==> config.mk <==
export PLATFORM = sky130hd
export DESIGN_NAME = snake_sound_sequencer
export DESIGN_NICKNAME = d
export VERILOG_FILES = /design/src/rtl/snake_sound_sequencer.sv
export SDC_FILE = /design/constraint.sdc
export NUM_CORES = 1
export LEC_CHECK = 0
export ABC_AREA = 1
export CAP_MARGIN = 20
export CORE_MARGIN = 3
export CORE_UTILIZATION = 40
export CTS_CLUSTER_DIAMETER = 200
export DETAILED_ROUTE_END_ITERATION = 8
export PLACE_DENSITY = 0.54
export RECOVER_POWER = 25
export SLEW_MARGIN = 20
export SYNTH_ARGS = -nofsm -noshare
export SYNTH_HDL_FRONTEND = slang
export SYNTH_SLANG_ARGS = --single-unit
export TNS_END_PERCENT = 100
==> constraint.sdc <==
create_clock -name clk -period 3.6 [get_ports clk]
set_clock_uncertainty 0.2 [all_clocks]
set_input_delay 0.72 -clock clk [delete_from_list [all_inputs] [get_ports clk]]
set_output_delay 0.72 -clock clk [all_outputs]
set_load 0.1 [all_outputs]
==> src/rtl/snake_sound_sequencer.sv <==
// Event-to-tone sequencer: arbitrates collision/button/direction pulses and drives a square-wave speaker.
// Optional feature macro: SOUND_DIR_CLICK_EN enables the direction click tone.
module snake_sound_sequencer #(
   parameter int CNT_W       = 20,
   parameter int HALF_DIR    = 2500,
   parameter int HALF_BTN    = 5000,
   parameter int HALF_GOOD   = 3000,
   parameter int HALF_BAD_HI = 6000,
   parameter int HALF_BAD_LO = 12000,
   parameter int DUR_DIR     = 100000,
   parameter int DUR_BTN     = 100000,
   parameter int DUR_GOOD    = 100000,
   parameter int DUR_BAD     = 100000
) (
   input  logic       clk,
   input  logic       nRst,
   input  logic       goodColl,
   input  logic       badColl,
   input  logic       button,
   input  logic [3:0] direction,
   output logic       speaker,
   output logic       playing,
   output logic [2:0] tone_id
);

   typedef enum logic [2:0] {
      IDLE = 3'd0,
      DIR  = 3'd1,
      BTN  = 3'd2,
      GOOD = 3'd3,
      BAD1 = 3'd4,
      BAD2 = 3'd5
   } state_t;

   localparam logic [CNT_W-1:0] ONE         = CNT_W'(1);
   localparam logic [CNT_W-1:0] ZERO        = '0;
   localparam logic [CNT_W-1:0] H_DIR_M1    = CNT_W'(HALF_DIR - 1);
   localparam logic [CNT_W-1:0] H_BTN_M1    = CNT_W'(HALF_BTN - 1);
   localparam logic [CNT_W-1:0] H_GOOD_M1   = CNT_W'(HALF_GOOD - 1);
   localparam logic [CNT_W-1:0] H_BAD_HI_M1 = CNT_W'(HALF_BAD_HI - 1);
   localparam logic [CNT_W-1:0] H_BAD_LO_M1 = CNT_W'(HALF_BAD_LO - 1);
   localparam logic [CNT_W-1:0] D_DIR_M1    = CNT_W'(DUR_DIR - 1);
   localparam logic [CNT_W-1:0] D_BTN_M1    = CNT_W'(DUR_BTN - 1);
   localparam logic [CNT_W-1:0] D_GOOD_M1   = CNT_W'(DUR_GOOD - 1);
   localparam logic [CNT_W-1:0] D_BAD_M1    = CNT_W'(DUR_BAD - 1);

   state_t           state;
   state_t           cand_state;
   logic [CNT_W-1:0] half_cnt;
   logic [CNT_W-1:0] dur_cnt;
   logic             dir_evt;
   logic             seg_last;
   logic             accept;

`ifdef SOUND_DIR_CLICK_EN
   assign dir_evt = |direction;
`else
   // Direction clicks are compiled out; the input is deliberately inert.
   assign dir_evt = 1'b0 & (|direction);
`endif

   function automatic logic [2:0] level_of(input state_t s);
      case (s)
         BAD1, BAD2: level_of = 3'd4;
         GOOD:       level_of = 3'd3;
         BTN:        level_of = 3'd2;
         DIR:        level_of = 3'd1;
         default:    level_of = 3'd0;
      endcase
   endfunction

   function automatic logic [CNT_W-1:0] half_of(input state_t s);
      case (s)
         DIR:     half_of = H_DIR_M1;
         BTN:     half_of = H_BTN_M1;
         GOOD:    half_of = H_GOOD_M1;
         BAD1:    half_of = H_BAD_HI_M1;
         BAD2:    half_of = H_BAD_LO_M1;
         default: half_of = ZERO;
      endcase
   endfunction

   function automatic logic [CNT_W-1:0] dur_of(input state_t s);
      case (s)
         DIR:        dur_of = D_DIR_M1;
         BTN:        dur_of = D_BTN_M1;
         GOOD:       dur_of = D_GOOD_M1;
         BAD1, BAD2: dur_of = D_BAD_M1;
         default:    dur_of = ZERO;
      endcase
   endfunction

   // IDLE as a candidate means no event this cycle.
   always_comb begin
      cand_state = IDLE;
      if (badColl)       cand_state = BAD1;
      else if (goodColl) cand_state = GOOD;
      else if (button)   cand_state = BTN;
      else if (dir_evt)  cand_state = DIR;
   end

   // BAD1 is excluded so its final cycle always hands over to BAD2.
   assign seg_last = (dur_cnt == ZERO) &&
                     (state == DIR || state == BTN || state == GOOD || state == BAD2);
   assign accept   = (cand_state != IDLE) &&
                     ((level_of(cand_state) > level_of(state)) || seg_last);

   always_ff @(posedge clk or negedge nRst) begin
      if (!nRst) begin
         state    <= IDLE;
         half_cnt <= ZERO;
         dur_cnt  <= ZERO;
         speaker  <= 1'b0;
         playing  <= 1'b0;
      end else if (accept) begin
         state    <= cand_state;
         half_cnt <= half_of(cand_state);
         dur_cnt  <= dur_of(cand_state);
         speaker  <= 1'b1;
         playing  <= 1'b1;
      end else if (state != IDLE) begin
         if (dur_cnt == ZERO) begin
            if (state == BAD1) begin
               state    <= BAD2;
               half_cnt <= H_BAD_LO_M1;
               dur_cnt  <= D_BAD_M1;
               speaker  <= 1'b1;
               playing  <= 1'b1;
            end else begin
               state    <= IDLE;
               half_cnt <= ZERO;
               dur_cnt  <= ZERO;
               speaker  <= 1'b0;
               playing  <= 1'b0;
            end
         end else begin
            dur_cnt <= dur_cnt - ONE;
            if (half_cnt == ZERO) begin
               half_cnt <= half_of(state);
               speaker  <= ~speaker;
            end else begin
               half_cnt <= half_cnt - ONE;
            end
         end
      end
   end

   assign tone_id = state;

endmodule

# Word level (Yosys, flattened, before mapping)
# Index checks and enable logic that the tools add are counted.
# totals
ff_bits	45
latchBits	0
mem_bits_rw	0
mem_bits_ro	0
inputBits	9
word_cells	66
n_memories	0
# op_classes
n_addsub	2
n_mul	0
div	0
order_cmp	1
n_eq_ne	10
n_shift	0
n_mux	29
n_bitwise	1
reduce_logical	18
# op_table
operator	n
2-to-1 mux 20 bit	7
one-hot mux 14 bit (5 select lines)	2
logical NOT 20 bit	2
subtractor 20 x 1 -> 20 bit, second input constant	2
2-to-1 mux 17 bit	2
one-hot mux 3 bit (4 select lines)	2
2-to-1 mux 3 bit	6
2-to-1 mux 14 bit	1
equality test 3 x 2 -> 1 bit, second input constant	4
equality test 3 bit, second input constant	4
nonzero test 3 bit	3
2-to-1 mux 1 bit	8
equality test 3 x 1 -> 1 bit, second input constant	2
OR reduction 5 bit	1
logical OR 1 bit	4
AND reduction 2 bit	2
nonzero test 2 bit	2
OR reduction 2 bit	2
> comparator 3 bit	1
logical AND 1 bit	2
2-to-1 mux 2 bit	1
NOT 1 bit	1

# Longest topological paths before layout
# logic_depth
depth_word	11
mapped_depth	16

# Worst setup path before layout
# OpenSTA, ideal clock, no wires.
# synth_path
kind	register -> register
from	register state[0] (netlist: tone_id[0])
to	register half_cnt[19]
setup_time_ps	119
arrival_ps	2743
path_slack_ps	538
path_stages_with_launch	16
n_path_buf	2
synth_period_minus_slack_ps	3062
path_cell_list	dfrtp_1 > buf_2 > nor2_1 > nand2_1 > nand2_1 > inv_1 > ha_1 > a21oi_1 > o21ai_0 > nand2_1 > nand2_4 > nand2_4 > nand2_4 > buf_6 > a21oi_1 > nor2_1
# synth_via
elab_chain_cells	8
elab_cells_between_ends	17
classes_between	order compare (1); eq/ne (5); mux (2); reduce/logical (9)
# synth_lines
item	line	source
from (decl)	47	state_t state;
from (signal assigned)	116	state <= cand_state;
parallel branches: the longest is 8 deep, another holds > comparator 3 bit	n/a	
to (signal assigned)	117	half_cnt <= half_of(cand_state);
to (signal assigned)	139	half_cnt <= half_of(state);
to (signal assigned)	142	half_cnt <= half_cnt - ONE;
to (decl)	49	logic [CNT_W-1:0] half_cnt;
# Several ways; the timed one is not identified.
# A chain may end at the register's enable or synchronous reset.

# Worst setup path in the final report
# layout_path
from	input port goodColl
to	register half_cnt[7]
# layout_via
elab_chain_cells	9
elab_cells_between_ends	16
classes_between	order compare (1); eq/ne (5); mux (5); reduce/logical (5)
# layout_lines
item	line	source
from (decl)	17	input logic goodColl,
2-to-1 mux 3 bit *	97	else if (goodColl) cand_state = GOOD;
2-to-1 mux 3 bit *	96	if (badColl) cand_state = BAD1;
equality test 3 bit	63, 73	
OR reduction 2 bit	63	case (s)
one-hot mux 3 bit (4 select lines)	63	
> comparator 3 bit	106	((level_of(cand_state) > level_of(state)) || seg_last);
logical OR 1 bit	106	
logical AND 1 bit	105	assign accept = (cand_state != IDLE) &&
2-to-1 mux 20 bit or nonzero test 2 bit (tied branches)	n/a	
# Mark *: on every way between the ends. The rest lies on a longest branch, timed or not.

==> results.md <==
* GRT Total Usage at 0.195
* Hold_ws at 0.300 ns
* # port buffers at 9
* Ant. Diodes at 0
* Share of layout cells above drive strength 1 at 0.0742
* Worst path cell trace: clkdlybuf4s50_1 > inv_1 > a21oi_1 > ha_1 > nand2_1 > o21ai_0 > nand2_1 > nand2_4 > nand2_4 > nand2_4 > inv_2 > nand2_1 > nand2_1 > inv_1
* Vias at 3218
* Syn-to-layout area delta at 7.70%
* Dpl cells at 636
* R2r worst-path depth at 15
* Synth Net Count at 548
* Boundary Pins at 14
* Failing checks: max-capacitance violations, max-slew violations
* Crit path DAT at 3.00 ns
* Post-synthesis cell type count at 33
* Syn_area_per_cell at 6.48 um^2
* Outcome: complete, but fails checks
* Starting Density at 0.415
* Drt pass-1 iters at 4
* Vias in the first global route at 2988
* Netlist area before placement at 3450 um^2
* Fin cells at 644
* Capture point of the critical path: half_cnt[7]
* RR Startpoint: tone_id[0]
* Ys Warns at 0
* Clk slew on worst S/H paths at 0.09 ns
* DRC at 0
* Fin. Hold Viols at 0
* Total power at 2.84 mW
* Critical path required time at 3.61 ns
* Pin count of the biggest net entering global routing at 46
* TritonCTS sink count at 45
* DRT iter0 DRCs at 189
* Worst Hold Class: reg2reg
* RSZ-0062 raised after global routing: false
* Slew @ Worst Pin at 2.46 ns
* Critical path fanouts, max at 21
* Hpwl dp at 6990 um
* # resized after CTS at 0
* Critical path origin: goodColl
* Hold Path Cell Cnt at 2
* CTS Buffer Depth at 2
* # setup viols final at 0
* Die Wd at 98.8 um
* Setup TNS at 0 ns
* Antenna viol nets, final at 0
* H-tree depth at 2
* Worst setup EP type: flip-flop
* DR WL/cell at 14.4 um
* DIE HEIGHT at 98.8 um
* Die area at 9760 um^2
* Syn Inst Count at 532
* Final Cycle Share at 0.832
* Root buffer cell: clkbuf_8
* Synth Register Bits at 45
* Post-CTS Setup Inserts at 0
* CP Launch Type: input port
* Reg2reg setup slack at 0.61 ns
* GRT overflow at 0
* PD cells at 766 nW/um^2
* Worst path slowest cell: clkdlybuf4s50_1
* Max-cap violations at 1
* CP peak stage delay at 0.53 ns
* Num CTS Buffers at 5
* Nets at 554
* First-pass GRT wire length at 15400 um
* Final Slew Violations at 46
* Most common cell on crit path: nand2_1
* CTS tree: built
* Cts hold-fix bufs at 0
* Vias per inst at 5.00
* Max_slew headroom at -0.642
* Clk Latency, worst-skew pair at 0.31 ns
* Sequential area share after synthesis at 0.327
* Crit Path Category: in2reg
* # rows at 33
* Leakage power at 1.81 nW
* Min Tclk post-route at 3.00 ns
* Final RePlAce weighted congestion at 0.899
* Peak supply drop at 0.621 mV
* Maximum clock rate at 334 MHz
* Initial antenna violation count at 0
* Reg-to-reg endpoint: half_cnt[7]
* Final core occ at 0.447
* Core Box Area at 8300 um^2
* Post-Route WL at 9270 um
-- per-layer routing --
layer  part of all wire  vias to the layer above  wire [um]  global-route usage
met5                  0                        -          0                   0
met2               0.40                       51       3750               0.280
met4             0.0099                        0         92              0.0378
li1                   -                     1702          -                   -
met3              0.033                        9        303              0.0318
met1               0.55                     1456       5120               0.307
-- synth_stat cells (all sizes together) --
cell type  number  area [um^2]
nand4           4         31.3
nand2         146          583
nand3          45          238
o31ai           1         7.51
or2             2         12.5
nand3b          3         26.3
o21ai          32          160
nor3            9         45.0
xnor2           3         26.3
and2            1         6.26
dfrtp          45         1130
xor2           22          193
a21oi          17         85.1
a21boi          1         11.3
o22ai           1         6.26
o211ai          1         7.51
nor2          138          556
inv            40          150
buf            12         80.1
ha              7         87.6
clkbuf          2         7.51
-- where the power goes --
part	total, mW	internal [mW]	switching [mW]
Sequential	0.810	0.639	0.171
Combinational	1.62	0.454	1.16
Clock	0.415	0.226	0.189
Total	2.84	1.32	1.52
-- critical path, delay by kind of cell --
family	cells	cell delay [ns]
buffers and inverters	4	0.89
and+or+nand+nor	7	0.87
adders and majority gates	1	0.27
AOI/OAI and AO/OA	2	0.25
-- area by class of cell --
cell class / count / area, um^2
clock inverters: 2 / 37.5
well taps: 105 / 131
inverters: 40 / 150
fillers: 900 / 4590
flip-flops and latches: 45 / 1130
clock buffers: 6 / 82.6
multi-input cells: 433 / 2080
repair buffers: 13 / 101
-- flip-flops by register name (all words and copies together), names as in the netlist --
signal	count
half_cnt	20
dur_cnt	20
speaker	1
playing	1
tone_id	3
-- cell families (layout without fill, tap and decap cells) --
kind of cell	count (synthesis)	count (layout)	share of synthesized area
fa+ha+maj	7	7	0.0254
compound gates	53	53	0.0806
simple gates	348	348	0.435
buf+inv	54	61	0.0690
xor+xnor	25	25	0.0635
flops	45	45	0.327
-- how the worst min path moves through the flow --
stage	from	to	slack, ns
floorplan	nRst	dur_cnt[0]	0.22
global placement	playing	playing	0.26
detailed placement	playing	playing	0.27
CTS	playing	playing	0.30
global route	playing	playing	0.33
finish	playing	playing	0.30
-- cell usage in the layout, fill, tap and decap left out, drive strengths merged, types with 2 or more instances in the layout --
cell type and instances:
xor2 22, ha 7, or2 2, nand3b 3
nand2 146, inv 40, nor2 138, nor3 9
clkdlybuf4s50 3, buf 9, dfrtp 45, xnor2 3
a21oi 17, clkbuf 7, nand4 4, o21ai 32
nand3 45
-- per-stage QoR --
step                setup slack [ns]  instance area [um^2]
floorplan                      0.538                  3450
global placement               0.270                  3590
detailed placement             0.275                  3590
CTS                            0.599                  3710
global route                   0.278                  3710
finish                         0.605                  3710
(Power assumes the default switching activity.)
